[config.mk]
export PLATFORM = sky130hd
export DESIGN_NAME = reg_wb_queue_flat
export DESIGN_NICKNAME = d
export VERILOG_FILES = /design/src/rtl/reg_wb_queue_if.sv /design/src/rtl/reg_wb_queue.sv /design/src/flat_wrapper.sv
export SDC_FILE = /design/constraint.sdc
export NUM_CORES = 1
export LEC_CHECK = 0
export CORE_UTILIZATION = 50
export CTS_CLUSTER_DIAMETER = 30
export DETAILED_ROUTE_END_ITERATION = 6
export MAX_ROUTING_LAYER = met4
export PLACE_DENSITY = 0.77
export REMOVE_ABC_BUFFERS = 1
export SYNTH_ARGS = -nofsm -noshare
export SYNTH_HDL_FRONTEND = slang
export SYNTH_SLANG_ARGS = --single-unit
[constraint.sdc]
create_clock -name clk -period 2.5 [get_ports clk]
set_input_delay 0.5 -clock clk [delete_from_list [all_inputs] [get_ports clk]]
set_output_delay 0.5 -clock clk [all_outputs]
set_load 0.05 [all_outputs]
[src/rtl/reg_wb_queue_if.sv]
// Write-back queue bus: execute-stage write requests in, regfile write port and hazard status out.
// Optional forwarding signals appear only when REGWB_FWD_EN is defined.
interface reg_wb_queue_if;
    logic        upd_valid;
    logic [2:0]  upd_reg;
    logic [15:0] upd_data;
    logic        res_valid;
    logic [2:0]  res_reg;
    logic [15:0] res_data;
    logic        in_ready;
    logic        wr_hold;
    logic        wr_en;
    logic [2:0]  wr_sel;
    logic [15:0] wr_data;
    logic [7:0]  pending;
    logic        idle;
`ifdef REGWB_FWD_EN
    logic [2:0]  fwd_sel;
    logic        fwd_hit;
    logic [15:0] fwd_data;
`endif

    modport master (
        output upd_valid, upd_reg, upd_data, res_valid, res_reg, res_data, wr_hold,
`ifdef REGWB_FWD_EN
        output fwd_sel,
        input  fwd_hit, fwd_data,
`endif
        input  in_ready, wr_en, wr_sel, wr_data, pending, idle
    );

    modport slave (
        input  upd_valid, upd_reg, upd_data, res_valid, res_reg, res_data, wr_hold,
`ifdef REGWB_FWD_EN
        input  fwd_sel,
        output fwd_hit, fwd_data,
`endif
        output in_ready, wr_en, wr_sel, wr_data, pending, idle
    );
endinterface

[src/rtl/reg_wb_queue.sv]
// PDP-11 write-back queue: serializes side-effect and result writes onto one regfile port.
// Define REGWB_FWD_EN to add newest-entry forwarding (fwd_sel/fwd_hit/fwd_data).
module reg_wb_queue #(
    parameter int DEPTH = 4
) (
    input logic           clk,
    input logic           reset,
    reg_wb_queue_if.slave wb
);
    localparam int PW = (DEPTH > 2) ? $clog2(DEPTH) : 1;
    localparam int CW = PW + 1;

    logic [2:0]    reg_q  [DEPTH];
    logic [15:0]   data_q [DEPTH];
    logic [PW-1:0] rd_ptr_q, rd_ptr_d;
    logic [PW-1:0] wr_ptr_q, wr_ptr_d;
    logic [CW-1:0] count_q, count_d;

    logic          in_ready_s;
    logic          push_upd_s;
    logic          push_res_s;
    logic          pop_s;
    logic [PW-1:0] res_ptr_s;
    logic [7:0]    pending_s;

    // Handshake and pointer/count next-state
    always_comb begin
        in_ready_s = (count_q <= CW'(DEPTH - 2));
        push_upd_s = in_ready_s && wb.upd_valid;
        push_res_s = in_ready_s && wb.res_valid;
        pop_s      = (count_q != {CW{1'b0}}) && !wb.wr_hold;
        res_ptr_s  = push_upd_s ? (wr_ptr_q + PW'(1)) : wr_ptr_q;
        wr_ptr_d   = wr_ptr_q + PW'(push_upd_s) + PW'(push_res_s);
        rd_ptr_d   = rd_ptr_q + PW'(pop_s);
        count_d    = count_q + CW'(push_upd_s) + CW'(push_res_s) - CW'(pop_s);
    end

    // Control state register
    always_ff @(posedge clk) begin
        if (reset) begin
            rd_ptr_q <= {PW{1'b0}};
            wr_ptr_q <= {PW{1'b0}};
            count_q  <= {CW{1'b0}};
        end else begin
            rd_ptr_q <= rd_ptr_d;
            wr_ptr_q <= wr_ptr_d;
            count_q  <= count_d;
        end
    end

    // Entry storage; contents beyond count are don't-care, so no reset is needed
    always_ff @(posedge clk) begin
        if (!reset) begin
            if (push_upd_s) begin
                reg_q[wr_ptr_q]  <= wb.upd_reg;
                data_q[wr_ptr_q] <= wb.upd_data;
            end
            if (push_res_s) begin
                reg_q[res_ptr_s]  <= wb.res_reg;
                data_q[res_ptr_s] <= wb.res_data;
            end
        end
    end

    // Pending mask (and forwarding) scan: oldest to newest so the newest match wins
    always_comb begin
        pending_s = 8'h00;
`ifdef REGWB_FWD_EN
        wb.fwd_hit  = 1'b0;
        wb.fwd_data = 16'h0000;
`endif
        for (int i = 0; i < DEPTH; i++) begin
            if (CW'(i) < count_q) begin
                pending_s[reg_q[rd_ptr_q + PW'(i)]] = 1'b1;
`ifdef REGWB_FWD_EN
                if (reg_q[rd_ptr_q + PW'(i)] == wb.fwd_sel) begin
                    wb.fwd_hit  = 1'b1;
                    wb.fwd_data = data_q[rd_ptr_q + PW'(i)];
                end
`endif
            end
        end
    end

    assign wb.in_ready = in_ready_s;
    assign wb.wr_en    = pop_s;
    assign wb.wr_sel   = (count_q != {CW{1'b0}}) ? reg_q[rd_ptr_q]  : 3'd0;
    assign wb.wr_data  = (count_q != {CW{1'b0}}) ? data_q[rd_ptr_q] : 16'h0000;
    assign wb.pending  = pending_s;
    assign wb.idle     = (count_q == {CW{1'b0}});
endmodule

[src/flat_wrapper.sv]
// flat-port wrapper written by rule: the top's interface ports become plain ports
module reg_wb_queue_flat 
#(
    parameter int DEPTH = 4
)
  (clk, reset, wb_upd_valid, wb_upd_reg, wb_upd_data, wb_res_valid, wb_res_reg, wb_res_data, wb_wr_hold, wb_in_ready, wb_wr_en, wb_wr_sel, wb_wr_data, wb_pending, wb_idle);
  reg_wb_queue_if wb_i ();
  input logic clk;
  input logic reset;
  input wire logic [$bits(wb_i.upd_valid)-1:0] wb_upd_valid;
  input wire logic [$bits(wb_i.upd_reg)-1:0] wb_upd_reg;
  input wire logic [$bits(wb_i.upd_data)-1:0] wb_upd_data;
  input wire logic [$bits(wb_i.res_valid)-1:0] wb_res_valid;
  input wire logic [$bits(wb_i.res_reg)-1:0] wb_res_reg;
  input wire logic [$bits(wb_i.res_data)-1:0] wb_res_data;
  input wire logic [$bits(wb_i.wr_hold)-1:0] wb_wr_hold;
  output wire logic [$bits(wb_i.in_ready)-1:0] wb_in_ready;
  output wire logic [$bits(wb_i.wr_en)-1:0] wb_wr_en;
  output wire logic [$bits(wb_i.wr_sel)-1:0] wb_wr_sel;
  output wire logic [$bits(wb_i.wr_data)-1:0] wb_wr_data;
  output wire logic [$bits(wb_i.pending)-1:0] wb_pending;
  output wire logic [$bits(wb_i.idle)-1:0] wb_idle;
  assign wb_i.upd_valid = wb_upd_valid;
  assign wb_i.upd_reg = wb_upd_reg;
  assign wb_i.upd_data = wb_upd_data;
  assign wb_i.res_valid = wb_res_valid;
  assign wb_i.res_reg = wb_res_reg;
  assign wb_i.res_data = wb_res_data;
  assign wb_i.wr_hold = wb_wr_hold;
  assign wb_in_ready = wb_i.in_ready;
  assign wb_wr_en = wb_i.wr_en;
  assign wb_wr_sel = wb_i.wr_sel;
  assign wb_wr_data = wb_i.wr_data;
  assign wb_pending = wb_i.pending;
  assign wb_idle = wb_i.idle;
  reg_wb_queue #(.DEPTH(DEPTH)) u_core (.clk(clk), .reset(reset), .wb(wb_i));
endmodule
======== Yosys cells after proc, flatten, opt, wreduce, memory -nomap -nowiden ========
Memories as Yosys holds them, arrays and structs flattened. A register that Yosys moved wholly into a read port is not among the register bits.
Cells that the tools add are included.
word-level totals
  bits in registers ....................... 7
  latch bits .............................. 0
  memory bits (writable) .................. 76
  ROM bits ................................ 0
  input bits .............................. 43
  output and inout bits ................... 30
  logic and storage cells ................. 64
  memories ................................ 2
memories
  memory         depth  width  rd ports  clocked after memory_dff  write ports  RTL line            text
  u_core.data_q  4      16     1         1                         2            reg_wb_queue.sv:14  logic [15:0] data_q [DEPTH];
  u_core.reg_q   4      3      4         1                         2            reg_wb_queue.sv:13  logic [2:0] reg_q [DEPTH];
cells by class
  add/sub/neg operators ................... 10
  $mul .................................... 0
  div/mod/pow operators ................... 0
  magnitude comparators ................... 13
  equal/unequal tests ..................... 0
  shift operators ......................... 0
  muxes and demuxes ....................... 23
  bitwise gates (word level) .............. 3
  reduce and logical (&&, ||, !) cells .... 10
operators with widths
  kind                                                             count
  two-way mux 8 bit                                                4
  bitwise OR 8 bit                                                 3
  < comparator 3 x 4 -> 1 bit (second input constant)              4
  two-way mux 16 bit                                               1
  demux 1 bit (select 3 bit)                                       4
  >= comparator 3 x 1 -> 1 bit (second input constant)             4
  two-way mux 1 bit                                                10
  logical AND 1 bit                                                7
  adder 2 x 1 -> 2 bit                                             3
  adder 3 x 1 -> 3 bit                                             2
  < comparator 1 x 3 -> 1 bit (first input constant)               2
  < comparator 2 x 3 -> 1 bit (first input constant)               2
  two-way mux 2 bit                                                3
  adder 2 x 1 -> 2 bit (second input constant)                     2
  adder 2 bit (second input constant)                              2
  less-or-equal comparator 3 x 2 -> 1 bit (second input constant)  1
  logical NOT 3 bit                                                1
  two-way mux 3 bit                                                1
  nonzero test 3 bit                                               1
  subtractor 3 x 1 -> 3 bit                                        1
  logical NOT 1 bit                                                1

======== Longest topological paths before layout ========
An unclocked memory read counts as a cell.
  depth in word-level cells ............... 12
  mapped depth ............................ 11
  gate-level depth less buffers ........... 10

======== Worst setup path before layout ========
Ideal clock, no wire load.
  kind .................................... flip-flop to flip-flop
  start point ............................. reg u_core.count_q[1]
  end point ............................... reg u_core.count_q[2]
  setup time .............................. 0.114 ns
  arrival ................................. 3.085 ns
  required time ........................... 2.386 ns
  setup slack ............................. -0.699 ns
  stages on the path, launching flop included .. 10
  buffers on the path ..................... 1
  period minus slack after synthesis ...... 3.199 ns
  path through ............................ dfxtp_1 -> nor3_1 -> clkbuf_1 -> nor2_1 -> ha_1 -> inv_1 -> fa_1 -> fa_1 -> xor2_1 -> nor2_1
between the ends
  elaborated cells between the ends (all ways) .. 8
  classes of those cells .................. add/sub (3); order compare (1); reduce/logical (4)
RTL lines
  what                       RTL line            text
  start: declaration         reg_wb_queue.sv:17  logic [CW-1:0] count_q, count_d;
  start signal: assignment   reg_wb_queue.sv:43  count_q <= {CW{1'b0}};
  start signal: assignment   reg_wb_queue.sv:47  count_q <= count_d;
  nonzero test 3 bit         reg_wb_queue.sv:31  pop_s = (count_q != {CW{1'b0}}) && !wb.wr_hold;
  logical AND 1 bit          reg_wb_queue.sv:31
  net wb_wr_en               flat_wrapper.sv:18  output wire logic [$bits(wb_i.wr_en)-1:0] wb_wr_en;
  subtractor 3 x 1 -> 3 bit  reg_wb_queue.sv:35  count_d = count_q + CW'(push_upd_s) + CW'(push_res_s) - CW'(pop_s);
The timed path passes the listed nets, and every way through them passes these cells.
A chain may end at the register's enable or synchronous reset.

======== Worst setup path after layout ========
  start point ............................. reg u_core.rd_ptr_q[1]
  end point ............................... out wb_pending[4]
between the ends
  word-level cells in the longest chain between the ends .. 12
  elaborated cells between the ends (all ways) .. 25
  classes of those cells .................. add/sub (3); order compare (6); mux (9); bitwise (3); reduce/logical (3); memory (1)
RTL lines
  what                                                                                                      RTL line            text
  start: declaration                                                                                        reg_wb_queue.sv:15  logic [PW-1:0] rd_ptr_q, rd_ptr_d;
  start signal: assignment                                                                                  reg_wb_queue.sv:41  rd_ptr_q <= {PW{1'b0}};
  start signal: assignment                                                                                  reg_wb_queue.sv:45  rd_ptr_q <= rd_ptr_d;
  adder 2 x 1 -> 2 bit                                                                                      reg_wb_queue.sv:74  pending_s[reg_q[rd_ptr_q + PW'(i)]] = 1'b1;
  memory read (4 x 3 bit) (*)                                                                               --
  < comparator 3 x 4 -> 1 bit (implied by the code) / >= comparator 3 x 1 -> 1 bit (equally long branches)  reg_wb_queue.sv:74
  logical AND 1 bit (implied by the code)                                                                   reg_wb_queue.sv:74
  two-way mux 1 bit (implied by the code)                                                                   reg_wb_queue.sv:74
  demux 1 bit (select 3 bit)                                                                                --
  bitwise OR 8 bit (no source line)                                                                         --
  two-way mux 8 bit                                                                                         reg_wb_queue.sv:73  if (CW'(i) < count_q) begin
  bitwise OR 8 bit (no source line)                                                                         --
  two-way mux 8 bit                                                                                         reg_wb_queue.sv:73
  bitwise OR 8 bit (no source line)                                                                         --
  two-way mux 8 bit (*)                                                                                     reg_wb_queue.sv:73
  end: declaration                                                                                          flat_wrapper.sv:21  output wire logic [$bits(wb_i.pending)-1:0] wb_pending;
Mark *: on every way between the ends. The rest lies on a longest branch, timed or not.

==> run metrics <==
status complete, but fails checks; failing checks setup timing; max cap viols 0; crit path max fanout 4; CP required 2000 ps; clk sinks 83; FF+latch count, synth 83; Setup crit end wb_pending[4]; CP endpoint kind output pin; min Tclk post-route 2615 ps; largest family of logic cells by synthesized area multiplexers; Slowest-stage cell, CP dfxtp_4; arrival time worst endpoint 2110 ps; Stages on worst setup path 8; buffers and inverters on the worst path 3; Ant. Diodes 0; Synth Area in Adders 0.03249; VDD IR-drop max 693.1 uV; initial core utilization 0.5236; Boundary Pins 73; vias in the first global route 3660; critical path launch point type register; Hold-fix buffers, CTS 0; number of CTS-inserted buffers 9; static leakage 2.581 nW; placed inst area 0.006302 sq mm; post-route cell area 0.007116 sq mm; complex-gate fraction of the synthesized area 0.04975; r2r endpoint u_core.count_q[1]$_SDFF_PP0_; CP max stage delay 410 ps; chip width 101.3 um; GP Congestion 0.9188; Avg Inst Size Synth 13.97 sq um; delay-heaviest family, CP buffers and inverters; clock transition at the registers of the reported paths 90 ps; largest net degree at the start of global routing 21; period utilization 1.046; I/O Buffers 72; initial antenna violation count 0; depth of the most critical reg-to-reg path 8; Pre-antenna DRT Iters 4; dpl ws -275.7 ps; Inst Count DP 570; Total GRT Usage 0.2571; Setup CP Type register to output pin; Min-Delay Path Depth 3; Via density 5.856; post-synthesis mux area share 0.3155; RSZ-0062 raised after global routing yes; GR Overflow Total 0; Final Max Tran Viols 0; Primary FF master, synth edfxtp_1; Post-synth EDFFs 76; die height 101.3 um; Area Overhead vs Synth 44.34%; Sum Neg Setup Slack -668.9 ps; Max-Slew Margin vs Limit 0.5618; Final Non-Filler Cells 603; Max Clock Skew 16.12 ps; final hold vios 0; final net count 523; layout cells sized above 1 0.5612; final WL 12530 um; crit path cell chain buf_12 > buf_16 > mux2i_4 > mux2i_4 > nor2b_4 > a22oi_2 > o221ai_2 > buf_12; Final ANT Viol Nets 0; Filler Cell Count 565; H-tree Lvls 3; origin of the worst setup path u_core.rd_ptr_q[1]$_SDFF_PP0_; synth warn 0; Detail Placement HPWL 7796 um; total number of vias 3531; routed len/inst 20.77 um; worst skew pair latency 360 ps; worst r2r src u_core.count_q[2]$_SDFF_PP0_; worst-margin pin slew 650.5 ps; DRC violations left 0; core footprint 0.009415 sq mm; HP Class register to register; Simple-Gate Fraction of Synth Area 0.07716; die area 0.01026 sq mm; num rows 35; Synth Cell Area 0.004930 sq mm; CTS root buffer clkbuf_8; PnR worst setup slack -114.9 ps; async set-or-reset flop fraction in the synthesized netlist 0; sequential share of the synthesized area 0.4914; worst hold slack 684.8 ps; CTS tree yes; buffers from clock root to sink, at most 2; Yosys cell types 34; Fmax 0.3824 GHz; Cells after Synth 353; register-to-register setup slack 10 ps; min-delay src u_core.wr_ptr_q[1]$_SDFF_PP0_; final setup fails 8; first-pass GRT wire length 18820 um; XOR/XNOR share of the synthesized area 0.005330; Iter 0 DRT Violations 172; P per Cell Area 1193 mW/mm^2
cells in the final DEF (no fill, tap or decap), drive strengths merged, types with 7 or more instances in the layout:
cell | netlist | layout
dfxtp | 7 | 7
o221ai | 8 | 8
edfxtp | 76 | 76
inv | 11 | 12
nand2 | 20 | 20
mux4 | 16 | 16
mux2 | 82 | 82
nor2b | 28 | 28
ha | 8 | 8
buf | 9 | 81
a22oi | 8 | 8
mux2i | 20 | 20
clkbuf | 10 | 10
clkdlybuf4s50 | 0 | 42
nor2 | 12 | 12
metrics by stage:
stage,total power [mW],utilization
2_1_floorplan,4.654,-
3_3_place_gp,6.614,0.6694
3_5_place_dp,6.694,0.6694
4_1_cts,8.134,0.7333
5_1_grt,8.819,0.7557
6_report,8.486,0.7557
logic make-up after synthesis:
kind of cell,Yosys count
flops,83
buf+inv,30
xor+xnor,3
compound gates,34
simple gates,74
mux,118
fa+ha+maj,11
routing by layer:
| metal | vias to the layer above | part of all wire | GRT usage |
|---|---|---|---|
| li1 | 1582 | - | - |
| met2 | 129 | 0.53 | 0.4448 |
| met5 | - | 0 | - |
| met3 | 30 | 0.043 | 0.03589 |
| met4 | 0 | 0.021 | 0.1249 |
| met1 | 1790 | 0.40 | 0.2941 |
Yosys cell counts, drive strengths merged, types with 5 or more instances:
master / number / area share
mux2: 82 / 0.20
edfxtp: 76 / 0.46
nor2b: 28 / 0.036
mux2i: 20 / 0.041
nand2: 20 / 0.015
mux4: 16 / 0.073
nor2: 12 / 0.0091
inv: 11 / 0.0084
clkbuf: 10 / 0.0076
buf: 9 / 0.012
a22oi: 8 / 0.012
ha: 8 / 0.020
o221ai: 8 / 0.014
dfxtp: 7 / 0.028
o21ai: 5 / 0.0051
where the power goes:
part	internal, mW	switching (mW)	total, mW
clock	0.466	0.516	0.983
sequential	1.87	0.141	2.01
combinational	2.60	2.90	5.49
total	4.93	3.55	8.49
repair_timing:
item,4_1_cts,5_1_grt
pin swaps,18,8
gates resized for setup,68,35
cloned,2,2
setup buffers,9,6
setup endpoints to repair,70,77
worst min-delay path by stage:
stage          slack [ps]                       endpoint
2_1_floorplan         570   u_core.count_q[0]$_SDFF_PP0_
3_3_place_gp          630  u_core.wr_ptr_q[1]$_SDFF_PP0_
3_5_place_dp          660  u_core.wr_ptr_q[1]$_SDFF_PP0_
4_1_cts               680  u_core.wr_ptr_q[1]$_SDFF_PP0_
5_1_grt               720  u_core.wr_ptr_q[1]$_SDFF_PP0_
6_report              680  u_core.wr_ptr_q[1]$_SDFF_PP0_
area by class of cell:
cell class	count	area, sq um	area share
multi-input combinational	240	2748	0.3861
timing repair buffer	124	1525	0.2143
tap	129	161.4	0.02268
sequential	83	2435	0.3422
clock buffer	9	123.9	0.01741
clock inverter	7	76.32	0.01073
inverter	11	46.29	0.006506
registers in the layout (all words and copies together) (netlist names):
register         count
u_core.count_q       3
u_core.wr_ptr_q      2
u_core.reg_q        12
u_core.rd_ptr_q      2
u_core.data_q       64
worst register-to-register path, stage by stage (launching register included):
cell	delay (ps)
dfxtp_2	340
buf_4	140
nand2b_1	160
a221o_1	430
ha_1	320
inv_1	50
fa_2	340
fa_2	530
nor2b_2	120
Power figures use the tool's default switching activity.
